File: src/rtl/serial_add_sub_if.sv
// serial_add_sub_if: request/response bundle for the serial adder/subtractor.
//   start, mode, cin, a, b      : request side, driven by the master
//   busy, done, sum, cout, ovf,
//   zero                        : status/result side, driven by the slave (the core)
interface serial_add_sub_if #(
  parameter int unsigned WIDTH = 8
) ();

  logic             start;
  logic             mode;
  logic             cin;
  logic [WIDTH-1:0] a;
  logic [WIDTH-1:0] b;
  logic             busy;
  logic             done;
  logic [WIDTH-1:0] sum;
  logic             cout;
  logic             ovf;
  logic             zero;

  modport master (
    output start, mode, cin, a, b,
    input  busy, done, sum, cout, ovf, zero
  );

  modport slave (
    input  start, mode, cin, a, b,
    output busy, done, sum, cout, ovf, zero
  );

endinterface

File: src/rtl/serial_add_sub.sv
// serial_add_sub: multi-cycle adder/subtractor processing DIGIT bits per clock.
//   clk    : clock, all state on rising edge
//   rst_n  : asynchronous active-low reset
//   bus    : slave side of serial_add_sub_if
//            start/mode/cin/a/b latched when not busy; busy high during RUN;
//            done pulses one cycle when sum/cout/ovf/zero update.
// Latency: results and done visible WIDTH/DIGIT cycles after the start edge.
module serial_add_sub #(
  parameter int unsigned WIDTH = 8,
  parameter int unsigned DIGIT = 1
) (
  input logic             clk,
  input logic             rst_n,
  serial_add_sub_if.slave bus
);

  localparam int unsigned N    = WIDTH / DIGIT;
  localparam int unsigned CntW = (N > 1) ? $clog2(N) : 1;

  if ((WIDTH < 2) || (DIGIT == 0) || ((WIDTH % DIGIT) != 0)) begin : g_param_check
    $error("serial_add_sub: WIDTH must be >= 2 and a multiple of DIGIT");
  end

  typedef enum logic [1:0] {StIdle, StRun, StDone} state_e;

  state_e           state_q, state_d;
  logic [WIDTH-1:0] a_q, a_d;
  logic [WIDTH-1:0] b_q, b_d;
  logic [WIDTH-1:0] res_q, res_d;
  logic             carry_q, carry_d;
  logic [CntW-1:0]  cnt_q, cnt_d;
  logic [WIDTH-1:0] sum_q, sum_d;
  logic             cout_q, cout_d;
  logic             ovf_q, ovf_d;
  logic             zero_q, zero_d;

  // Digit slice: DIGIT chained full adders fed by the low bits of the operand shift
  // registers and the registered carry.
  logic [DIGIT-1:0] dig_sum;
  logic             dig_cout;
  logic             dig_cmsb;  // carry into the top bit of this digit
  logic [WIDTH-1:0] res_shift;

  always_comb begin
    logic c;
    c        = carry_q;
    dig_cmsb = carry_q;
    dig_sum  = '0;
    for (int i = 0; i < DIGIT; i++) begin
      dig_cmsb   = c;
      dig_sum[i] = a_q[i] ^ b_q[i] ^ c;
      c          = (a_q[i] & b_q[i]) | (c & (a_q[i] ^ b_q[i]));
    end
    dig_cout = c;
  end

  // New digit enters from the MSB side so that after N steps the LSB digit lands at bit 0.
  assign res_shift = (res_q >> DIGIT) | (WIDTH'(dig_sum) << (WIDTH - DIGIT));

  logic last_digit;
  assign last_digit = (cnt_q == CntW'(N - 1));

  always_comb begin
    state_d = state_q;
    a_d     = a_q;
    b_d     = b_q;
    res_d   = res_q;
    carry_d = carry_q;
    cnt_d   = cnt_q;
    sum_d   = sum_q;
    cout_d  = cout_q;
    ovf_d   = ovf_q;
    zero_d  = zero_q;

    unique case (state_q)
      StIdle, StDone: begin
        state_d = StIdle;
        if (bus.start) begin
          // Subtraction is a + ~b + ~borrow; mode is folded in here and not kept.
          a_d     = bus.a;
          b_d     = bus.mode ? ~bus.b : bus.b;
          carry_d = bus.mode ? ~bus.cin : bus.cin;
          res_d   = '0;
          cnt_d   = '0;
          state_d = StRun;
        end
      end
      StRun: begin
        a_d     = a_q >> DIGIT;
        b_d     = b_q >> DIGIT;
        res_d   = res_shift;
        carry_d = dig_cout;
        cnt_d   = cnt_q + 1'b1;
        if (last_digit) begin
          // On the last digit, dig_cmsb is the carry into bit WIDTH-1.
          sum_d   = res_shift;
          cout_d  = dig_cout;
          ovf_d   = dig_cmsb ^ dig_cout;
          zero_d  = (res_shift == '0);
          cnt_d   = '0;
          state_d = StDone;
        end
      end
      default: state_d = StIdle;
    endcase
  end

  always_ff @(posedge clk or negedge rst_n) begin
    if (!rst_n) begin
      state_q <= StIdle;
      a_q     <= '0;
      b_q     <= '0;
      res_q   <= '0;
      carry_q <= 1'b0;
      cnt_q   <= '0;
      sum_q   <= '0;
      cout_q  <= 1'b0;
      ovf_q   <= 1'b0;
      zero_q  <= 1'b0;
    end else begin
      state_q <= state_d;
      a_q     <= a_d;
      b_q     <= b_d;
      res_q   <= res_d;
      carry_q <= carry_d;
      cnt_q   <= cnt_d;
      sum_q   <= sum_d;
      cout_q  <= cout_d;
      ovf_q   <= ovf_d;
      zero_q  <= zero_d;
    end
  end

  assign bus.busy = (state_q == StRun);
  assign bus.done = (state_q == StDone);
  assign bus.sum  = sum_q;
  assign bus.cout = cout_q;
  assign bus.ovf  = ovf_q;
  assign bus.zero = zero_q;

endmodule
File: src/flat_wrapper.sv
// flat-port wrapper written by rule: the top's interface ports become plain ports
module serial_add_sub_flat 
#(
  parameter int unsigned WIDTH = 8,
  parameter int unsigned DIGIT = 1
)
  (clk, rst_n, bus_start, bus_mode, bus_cin, bus_a, bus_b, bus_busy, bus_done, bus_sum, bus_cout, bus_ovf, bus_zero);
  serial_add_sub_if #(.WIDTH(WIDTH)) bus_i ();
  input logic clk;
  input logic rst_n;
  input wire logic [$bits(bus_i.start)-1:0] bus_start;
  input wire logic [$bits(bus_i.mode)-1:0] bus_mode;
  input wire logic [$bits(bus_i.cin)-1:0] bus_cin;
  input wire logic [$bits(bus_i.a)-1:0] bus_a;
  input wire logic [$bits(bus_i.b)-1:0] bus_b;
  output wire logic [$bits(bus_i.busy)-1:0] bus_busy;
  output wire logic [$bits(bus_i.done)-1:0] bus_done;
  output wire logic [$bits(bus_i.sum)-1:0] bus_sum;
  output wire logic [$bits(bus_i.cout)-1:0] bus_cout;
  output wire logic [$bits(bus_i.ovf)-1:0] bus_ovf;
  output wire logic [$bits(bus_i.zero)-1:0] bus_zero;
  assign bus_i.start = bus_start;
  assign bus_i.mode = bus_mode;
  assign bus_i.cin = bus_cin;
  assign bus_i.a = bus_a;
  assign bus_i.b = bus_b;
  assign bus_busy = bus_i.busy;
  assign bus_done = bus_i.done;
  assign bus_sum = bus_i.sum;
  assign bus_cout = bus_i.cout;
  assign bus_ovf = bus_i.ovf;
  assign bus_zero = bus_i.zero;
  serial_add_sub #(.WIDTH(WIDTH), .DIGIT(DIGIT)) u_core (.clk(clk), .rst_n(rst_n), .bus(bus_i));
endmodule
File: config.mk
export PLATFORM = sky130hd
export DESIGN_NAME = serial_add_sub_flat
export DESIGN_NICKNAME = d
export VERILOG_FILES = /design/src/rtl/serial_add_sub_if.sv /design/src/rtl/serial_add_sub.sv /design/src/flat_wrapper.sv
export SDC_FILE = /design/constraint.sdc
export NUM_CORES = 1
export LEC_CHECK = 0
export BUFFER_PORTS_ARGS = -buffer_cell sky130_fd_sc_hd__buf_2
export CAP_MARGIN = 25
export CORE_AREA = 2 2 87 89
export CTS_BUF_LIST = sky130_fd_sc_hd__clkbuf_4 sky130_fd_sc_hd__clkbuf_8
export DETAILED_ROUTE_END_ITERATION = 8
export DIE_AREA = 0 0 89 91
export REMOVE_ABC_BUFFERS = 1
export SLEW_MARGIN = 40
export SYNTH_ARGS = -nofsm -noshare
export SYNTH_HDL_FRONTEND = slang
export SYNTH_SLANG_ARGS = --single-unit
File: constraint.sdc
create_clock -name clk -period 4.8 [get_ports clk]
set_input_delay 0.48 -clock clk [delete_from_list [all_inputs] [get_ports clk]]
set_output_delay 0.48 -clock clk [all_outputs]
set_load 0.01 [all_outputs]
[Word-level counts from Yosys, hierarchy flattened]
Index checks and enable logic that the tools add are counted.
Storage, ports and cells
  output and inout port bits: 13
  bits in registers: 41
  input bits: 21
Operators by class
  multiplexer cells: 16
  equal/unequal tests: 5
  bitwise logic cells: 9
  $add $sub $neg: 1
  reduce and logical (&&, ||, !) cells: 6
Operators with widths (number)
  8-bit case mux with 2 select lines: 3
  8-bit 2-to-1 mux: 4
  8-bit logical NOT: 1
  8-bit inverter: 1
  7-bit by 8-bit OR with 8-bit output: 1
  3-bit 2-to-1 mux: 2
  3-bit case mux with 2 select lines: 1
  2-bit case mux with 2 select lines: 1
  2-bit AND reduction: 2
  3-bit by 1-bit adder with 3-bit output, second input constant: 1
  3-bit == test, second input constant: 1
  1-bit 2-to-1 mux: 3
  1-bit bitwise XOR: 3
  1-bit bitwise AND: 2
  2-bit by 1-bit == test with 1-bit output, second input constant: 1
  2-bit == test, second input constant: 1
  2-bit logical NOT: 1
  2-bit 2-to-1 mux: 1
  2-bit by 1-bit inequality test with 1-bit output, second input constant: 1
  2-bit inequality test, second input constant: 1
  1-bit case mux with 2 select lines: 1
  2-bit nonzero test: 1
  2-bit OR reduction: 1
  1-bit inverter: 1
  1-bit OR: 1

[Depth between registers and ports, before layout]
Gate-level depths: netlist (run 1).
  depth after elaboration: 4
  mapped depth: 6

[Least setup slack after synthesis (run 1)]
Ideal clock, no wire load.
  path kind: reg-to-reg
  start: reg u_core.cnt_q[0]
  end: reg u_core.cout_q (netlist: u_core.bus.cout)
  stages on the path, launching flop included: 6
  period minus slack after synthesis: 1.607 ns
  path slack: 3.193 ns
  arrival: 1.483 ns
  path buffers: 1
  cells stage by stage: dfrtp_1 ha_1 ha_1 nand3b_1 buf_2 mux2_2
Between the ends
  cells in the longest elaborated chain, start to end: 2
Ends and longest elaborated chain
  from (decl): RTL line serial_add_sub.sv:31  | logic [CntW-1:0] cnt_q, cnt_d;
  from (signal assigned): RTL line serial_add_sub.sv:126  | cnt_q <= cnt_d;
  3-bit == test: RTL line serial_add_sub.sv:61  | assign last_digit = (cnt_q == CntW'(N - 1));
  2-bit AND reduction (no source line)
  to (signal assigned): RTL line serial_add_sub.sv:128  | cout_q <= cout_d;
  to (decl): RTL line serial_add_sub.sv:33  | logic cout_q, cout_d;
Every way passes these cells.
A chain may end at the register's enable or synchronous reset.

[Final worst setup path (run 1)]
  start: reg u_core.state_q[1]
  end: out bus_busy
Between the ends
  cells in the longest elaborated chain, start to end: 1
Ends and longest elaborated chain
  from (decl): RTL line serial_add_sub.sv:26  | state_e state_q, state_d;
  from (signal assigned): RTL line serial_add_sub.sv:110  | state_q <= StIdle;
  from (signal assigned): RTL line serial_add_sub.sv:121  | state_q <= state_d;
  2-bit by 1-bit == test with 1-bit output: RTL line serial_add_sub.sv:134  | assign bus.busy = (state_q == StRun);
  to (decl): RTL line flat_wrapper.sv:16  | output wire logic [$bits(bus_i.busy)-1:0] bus_busy;
Every way passes these cells.

==> results of run 1 <==
==> worst paths after layout <==
| kind | startpoint | end | depth (start not counted) |
|---|---|---|---|
| worst max register to register | u_core.cnt_q[0] | u_core.bus.cout | 4 |
| worst min-delay path | rst_n | u_core.bus.sum[4] | 1 |
| worst min register to register | u_core.bus.zero | u_core.bus.zero | 2 |
| min in group clk | bus_a[3] | u_core.a_q[3] | 3 |
| worst max-delay path | u_core.state_q[1] | bus_busy | 3 |
| max in group asynchronous | rst_n | u_core.b_q[2] | 1 |
==> routing by layer <==
layer	vias up	global-route usage (%)	wire length (um)	share of wire (%)
met5	-	0	0	0
met4	0	4.10	60	1.8
met3	8	2.91	227	6.8
met2	36	11.9	1360	41
met1	569	13.1	1680	50
li1	559	-	-	-
==> synthesized netlist by cell type (2+ instances only) <==
library cell / count
xnor2_1: 9
nand3_1: 7
dfrtp_1: 40
nand2_1: 10
nand2b_1: 2
a221o_1: 8
buf_2: 6
o21ai_0: 3
a22oi_1: 7
a22o_1: 11
nor4_1: 2
ha_1: 2
mux2_2: 9
buf_6: 2
nor2_1: 8
buf_4: 2
==> through the flow <==
stage               utilization [%]  power [mW]
floorplan                         -       0.920
global placement               27.3        1.06
finish                         29.2        1.37
CTS                            29.1        1.38
global route                   29.2        1.47
detailed placement             27.4        1.08
==> cells by family (layout without fill, tap and decap cells) <==
kind of cell / after synthesis / in the layout
flops: 40 / 40
simple gates: 34 / 34
compound gates: 30 / 30
buf+inv: 12 / 43
xor+xnor: 10 / 10
mux: 9 / 9
fa+ha+maj: 3 / 3
==> flip-flops by register name, indices dropped and copies added (netlist names) <==
name             count
u_core.bus.sum       8
u_core.carry_q       1
u_core.res_q         7
u_core.bus.cout      1
u_core.cnt_q         3
u_core.a_q           8
u_core.state_q       2
u_core.bus.zero      1
u_core.b_q           8
u_core.bus.ovf       1
==> worst max-delay path, stage by stage, from the launching register on <==
cell	delay, ns
dfrtp_1	0.39
nand2b_1	0.39
inv_8	0.28
buf_2	0.17
==> area by class of cell <==
class	count	area, um2
Clock buffer	7	96.3
Clock inverter	1	30.0
Fill cell	770	5050
Inverter	2	15.0
Multi-Input combinational cell	86	651
Sequential cell	40	1000
Tap cell	99	124
Timing Repair Buffer	33	168
==> power breakdown <==
| part | internal [mW] | leakage (nW) | switching, mW |
|---|---|---|---|
| registers | 0.486 | 0.506 | 0.0945 |
| clock network | 0.183 | 0.0645 | 0.118 |
| logic | 0.236 | 0.418 | 0.252 |
==> impl_metrics.py, run 1 <==
metrics = {
    "logic_synthesis": {
        "synth_ff_type": "dfrtp_1",
        "synth_simple_gate_area_share_pct": 9.26,
        "synthMuxAreaShare_pct": 5.86,
        "synth_warnings": 0,
        "ys_types": 26,
        "synthAdderAreaFrac_pct": 2.60,
        "synth.top_cells.by_area": "dfrtp_1 (58%), mux2_2 (5.9%), a22o_1 (5.6%)",
        "synth_top_family_by_area": "compound AO/OA/AOI/OAI gates",
        "syn_area_mm2": 0.00173,
        "yosysTopAreaCellShare_pct": 57.9,
        "ys_seq_area_share_pct": 57.9,
        "async_reset_ff_share_pct": 100,
        "synth.ff_latch_count": 40,
        "synth_xor_area_share_pct": 5.07,
        "syn_inst": 138,
        "synth_area_per_cell_um2": 12.5,
        "synth_edf_count": 0,
        "synth_compound_area_share_pct": 14.5,
        "yosysTopAreaCell": "dfrtp_1",
    },
    "clock_tree": {
        "clock-sinks": 40,
        "postCtsSetupRepairBufs": 0,
        "cts_resized": 0,
        "htreeDepth": 2,
        "numCtsBuffers": 5,
        "hold_buffers": 0,
        "clk_path_buf_depth": 2,
        "cts_tree": "yes",
        "insertion_delay_ns": 0.30,
        "clkTransAtPathRegs_ns": 0.08,
        "root_buffer": "clkbuf_8",
    },
    "route": {
        "drtIter0Drc": 47,
        "avgViaCountPerCell": 4.37,
        "detail_route.first_pass.iterations": 4,
        "vias": 1172,
        "wl_um": 3320,
        "wire_per_inst_um": 12.4,
        "ant_nets": 0,
        "drc": 0,
    },
    "timing": {
        "rsz0062_at_grt": "false",
        "fin_worst_skew_ns": 0.00644,
        "fin_crit_ns": 2.01,
        "period_share_pct": 41.9,
        "final-setup-viol-count": 0,
        "maxSlewViolCount": 0,
        "fmax_mhz": 498,
        "relSlewSlack_pct": 47.2,
        "holdWs_ns": 0.143,
        "worstMarginPinSlew_ns": 0.790,
        "tns_ns": 0,
        "hold_violations": 0,
        "fin_ws_ns": 2.79,
    },
    "placement": {
        "place_hpwl_um": 2220,
        "gp_congestion": 0.774,
        "dpl-instance-area_mm2": 0.00195,
        "port_buffers": 33,
        "placedCellCount": 260,
        "dp_slack_ns": 2.81,
    },
    "die": {
        "io_pins": 34,
        "fp.dieH_um": 91,
        "core_area_mm2": 0.00714,
        "rows": 31,
        "die_area_mm2": 0.00810,
        "die_x_um": 89,
        "start_util_pct": 24.2,
    },
    "grt": {
        "grt_max_degree": 41,
        "grt_use_total_pct": 8.98,
        "grt_pass1_wl_um": 5600,
        "grt_pass1_vias": 1193,
        "overflow": 0,
        "grt_antenna_before_repair": 0,
    },
    "pwr": {
        "ir_worst_vdd_mv": 0.219,
        "p_per_area_mw_per_mm2": 657,
        "power.leakage_nw": 0.989,
    },
    "critical_path": {
        "crit_path_end_kind": "output pin",
        "reg2reg_slack_ns": 2.99,
        "critPathMaxFanout": 26,
        "cp.required_ns": 4.32,
        "crit_type": "register to output pin",
        "startpoint_type": "register",
        "cp.arrival_ns": 1.53,
    },
    "status": {
        "outcome": "completed",
    },
    "cells_and_area": {
        "final_common_cell": "dfrtp_1",
        "fin_cells": 268,
        "areaGrowthSynthToFinish_pct": 20.6,
        "diodes": 0,
        "final_nets": 192,
        "drive_above_1_share_pct": 30.8,
        "final_cell_mix": "dfrtp_1 (40), buf_2 (32), a22o_1 (11), nand2_1 (10)",
        "fin_area_mm2": 0.00208,
    },
    "job": {
        "maxCapViolCount": 0,
    },
    "hold_path": {
        "hold_path_class": "input port to async pin",
    },
}
(Power assumes the default switching activity.)
==> run 2: changes to the inputs <==
ABC_AREA = 1   (was not set)
CORE_AREA = 2 2 90 92   (was 2 2 87 89)
DIE_AREA = 0 0 92 94   (was 0 0 89 91)
clock period = 1.6 ns   (was 4.8 ns; I/O delays follow)
==> impl_metrics.py, run 2 <==
metrics = {
    "critical_path": {
        "critPathMaxFanout": 19,
        "cpPeakStageDelay_ns": 0.37,
        "reg2reg_depth": 6,
        "reg2reg_slack_ns": 0.20,
        "crit_chain": "inv_1 > nand2_4 > inv_2 > buf_4 > buf_2",
        "cpMaxStageDelayCell": "dfrtp_1",
        "crit_path_end_kind": "output pin",
        "cp.arrival_ns": 1.32,
        "cp.required_ns": 1.44,
        "startpoint": "u_core.state_q[1]",
        "r2r-start": "u_core.cnt_q[0]",
        "r2r-end": "u_core.bus.sum[6]",
        "endpoint": "bus_busy",
        "crit_type": "register to output pin",
        "startpoint_type": "register",
    },
    "clock_tree": {
        "cts_tree": "yes",
        "clk_path_buf_depth": 2,
        "root_buffer": "clkbuf_8",
        "clkTransAtPathRegs_ns": 0.07,
        "insertion_delay_ns": 0.29,
        "cts_resized": 0,
        "numCtsBuffers": 5,
        "hold_buffers": 1,
        "postCtsSetupRepairBufs": 0,
        "htreeDepth": 2,
        "clock-sinks": 40,
    },
    "grt": {
        "grt_max_degree": 24,
        "grt_pass1_vias": 1389,
        "grt_use_total_pct": 9.62,
        "grt_pass1_wl_um": 6490,
        "overflow": 0,
        "grt_antenna_before_repair": 0,
    },
    "pwr": {
        "p_seq_share_pct": 41.2,
        "comb_power_share_pct": 41.4,
        "power_frac_clock_pct": 17.4,
        "power.share.switching_pct": 38.7,
        "ir_worst_vdd_mv": 0.464,
        "power.leakage_nw": 1.15,
        "power.internal_mw": 2.53,
        "power_switching_mw": 1.60,
        "p_per_area_mw_per_mm2": 1840,
        "power_mw": 4.13,
    },
    "cells_and_area": {
        "diodes": 0,
        "drive_above_1_share_pct": 27.5,
        "final_common_cell": "nand2_1",
        "final_nets": 270,
        "final_cell_mix": "nand2_1 (73), dfrtp_1 (40), buf_2 (33), nand3_1 (29)",
        "fin_cells": 349,
        "areaGrowthSynthToFinish_pct": 20.6,
        "final_util_pct": 29.5,
    },
    "timing": {
        "relSlewSlack_pct": 71.4,
        "fmax_mhz": 675,
        "fin_crit_ns": 1.48,
        "hold_violations": 0,
        "maxSlewViolCount": 0,
        "final-setup-viol-count": 0,
        "holdWs_ns": 0.0744,
        "period_share_pct": 92.6,
        "rsz0062_at_grt": "false",
        "fin_ws_ns": 0.118,
        "worstMarginPinSlew_ns": 0.430,
        "fin_worst_skew_ns": 0.00471,
    },
    "placement": {
        "port_buffers": 33,
        "placedCellCount": 340,
        "place_hpwl_um": 2610,
        "dp_slack_ns": 0.208,
        "gp_congestion": 0.711,
    },
    "status": {
        "outcome": "completed",
    },
    "route": {
        "wire_per_inst_um": 10.5,
        "wl_um": 3680,
        "ant_nets": 0,
        "drtIter0Drc": 63,
        "drc": 0,
        "detail_route.first_pass.iterations": 4,
        "vias": 1450,
        "avgViaCountPerCell": 4.15,
    },
    "logic_synthesis": {
        "synth_area_per_cell_um2": 8.91,
        "synth.top_cells.by_area": "dfrtp_1 (54%), nand2_1 (15%), nand3_1 (7.8%)",
        "ys_types": 19,
        "synth.ff_latch_count": 40,
        "ys_seq_area_share_pct": 53.8,
        "yosysMostFrequentCell": "nand2_1",
        "syn_inst": 209,
        "synth_warnings": 0,
        "syn_area_mm2": 0.00186,
        "yosysTopAreaCell": "dfrtp_1",
        "synth_edf_count": 0,
        "synth_common_cells": "nand2_1 (73), dfrtp_1 (40), nand3_1 (29)",
        "synth_ff_type": "dfrtp_1",
        "async_reset_ff_share_pct": 100,
        "yosysTopAreaCellShare_pct": 53.8,
    },
    "die": {
        "fp.dieH_um": 94,
        "io_pins": 34,
        "core_area_mm2": 0.00761,
        "die_x_um": 92,
        "rows": 32,
        "die_area_mm2": 0.00865,
        "start_util_pct": 24.5,
    },
    "hold_path": {
        "hold_path_class": "input port to register",
    },
    "job": {
        "maxCapViolCount": 0,
    },
}
[run 2: changes by cell type after synthesis, moves of 8 or more]
cell / change
a221o_1: -8
a22o_1: -11
inv_1: +11
mux2_2: -9
nand2_1: +63
nand3_1: +22
o21ai_2: +9
xnor2_1: -8
[run 2: critical path, delay by kind of cell, from the launching register on]
kind | cells | cell delay, ns
buf+inv | 4 | 0.56
flops | 1 | 0.37
simple gates | 1 | 0.10
[run 2: metal layers]
metal	part of all wire, %	GRT usage [%]
met1	50	13.0
met2	44	14.5
met3	5.0	2.81
met5	0	0
met4	0.95	3.98
[run 2: per-stage QoR]
stage                     setup TNS, ns  area (um2)
after floorplan                 -0.0371        1770
after global placement                0        2140
after detailed placement              0        2140
after CTS                             0        2240
after global routing                  0        2240
final                                 0        2240
[run 2: logic make-up after synthesis]
logic type               after synthesis  synth area share, %
adder cells (fa/ha/maj)                3                 2.42
flip-flops                            40                 53.8
AND/OR/NAND/NOR                      123                 28.8
AO/OA/AOI/OAI                         17                 6.85
buffers and inverters                 25                 7.73
XOR/XNOR                               1                0.471
[run 2: cell type report]
class | count | area [um2]
fillers | 844 | 5360
flip-flops and latches | 40 | 1000
multi-input cells | 144 | 717
repair buffers | 40 | 245
well taps | 102 | 128
clock buffers | 8 | 97.6
inverters | 15 | 56.3
[run 2: power by group through the flow]
| stage | Sequential, mW | Combinational [mW] | Clock, mW |
|---|---|---|---|
| 2_1_floorplan | 1.74 | 1.12 | 0 |
| 3_5_place_dp | 1.72 | 1.74 | 0 |
| 5_1_grt | 1.76 | 1.97 | 0.793 |
| 4_1_cts | 1.71 | 1.75 | 0.755 |
| 3_3_place_gp | 1.72 | 1.71 | 0 |
| 6_report | 1.70 | 1.71 | 0.719 |
[run 2: worst min path at each step]
stage                         from                end  slack (ns)  cells past startpoint
after global placement       rst_n  u_core.bus.sum[5]        0.12                      1
after detailed placement     rst_n  u_core.bus.sum[3]        0.13                      1
final                     bus_a[7]      u_core.a_q[7]        0.07                      3
after CTS                 bus_a[7]      u_core.a_q[7]        0.07                      3
after global routing      bus_a[7]      u_core.a_q[7]        0.07                      3
after floorplan              rst_n      u_core.a_q[0]       -0.14                      0
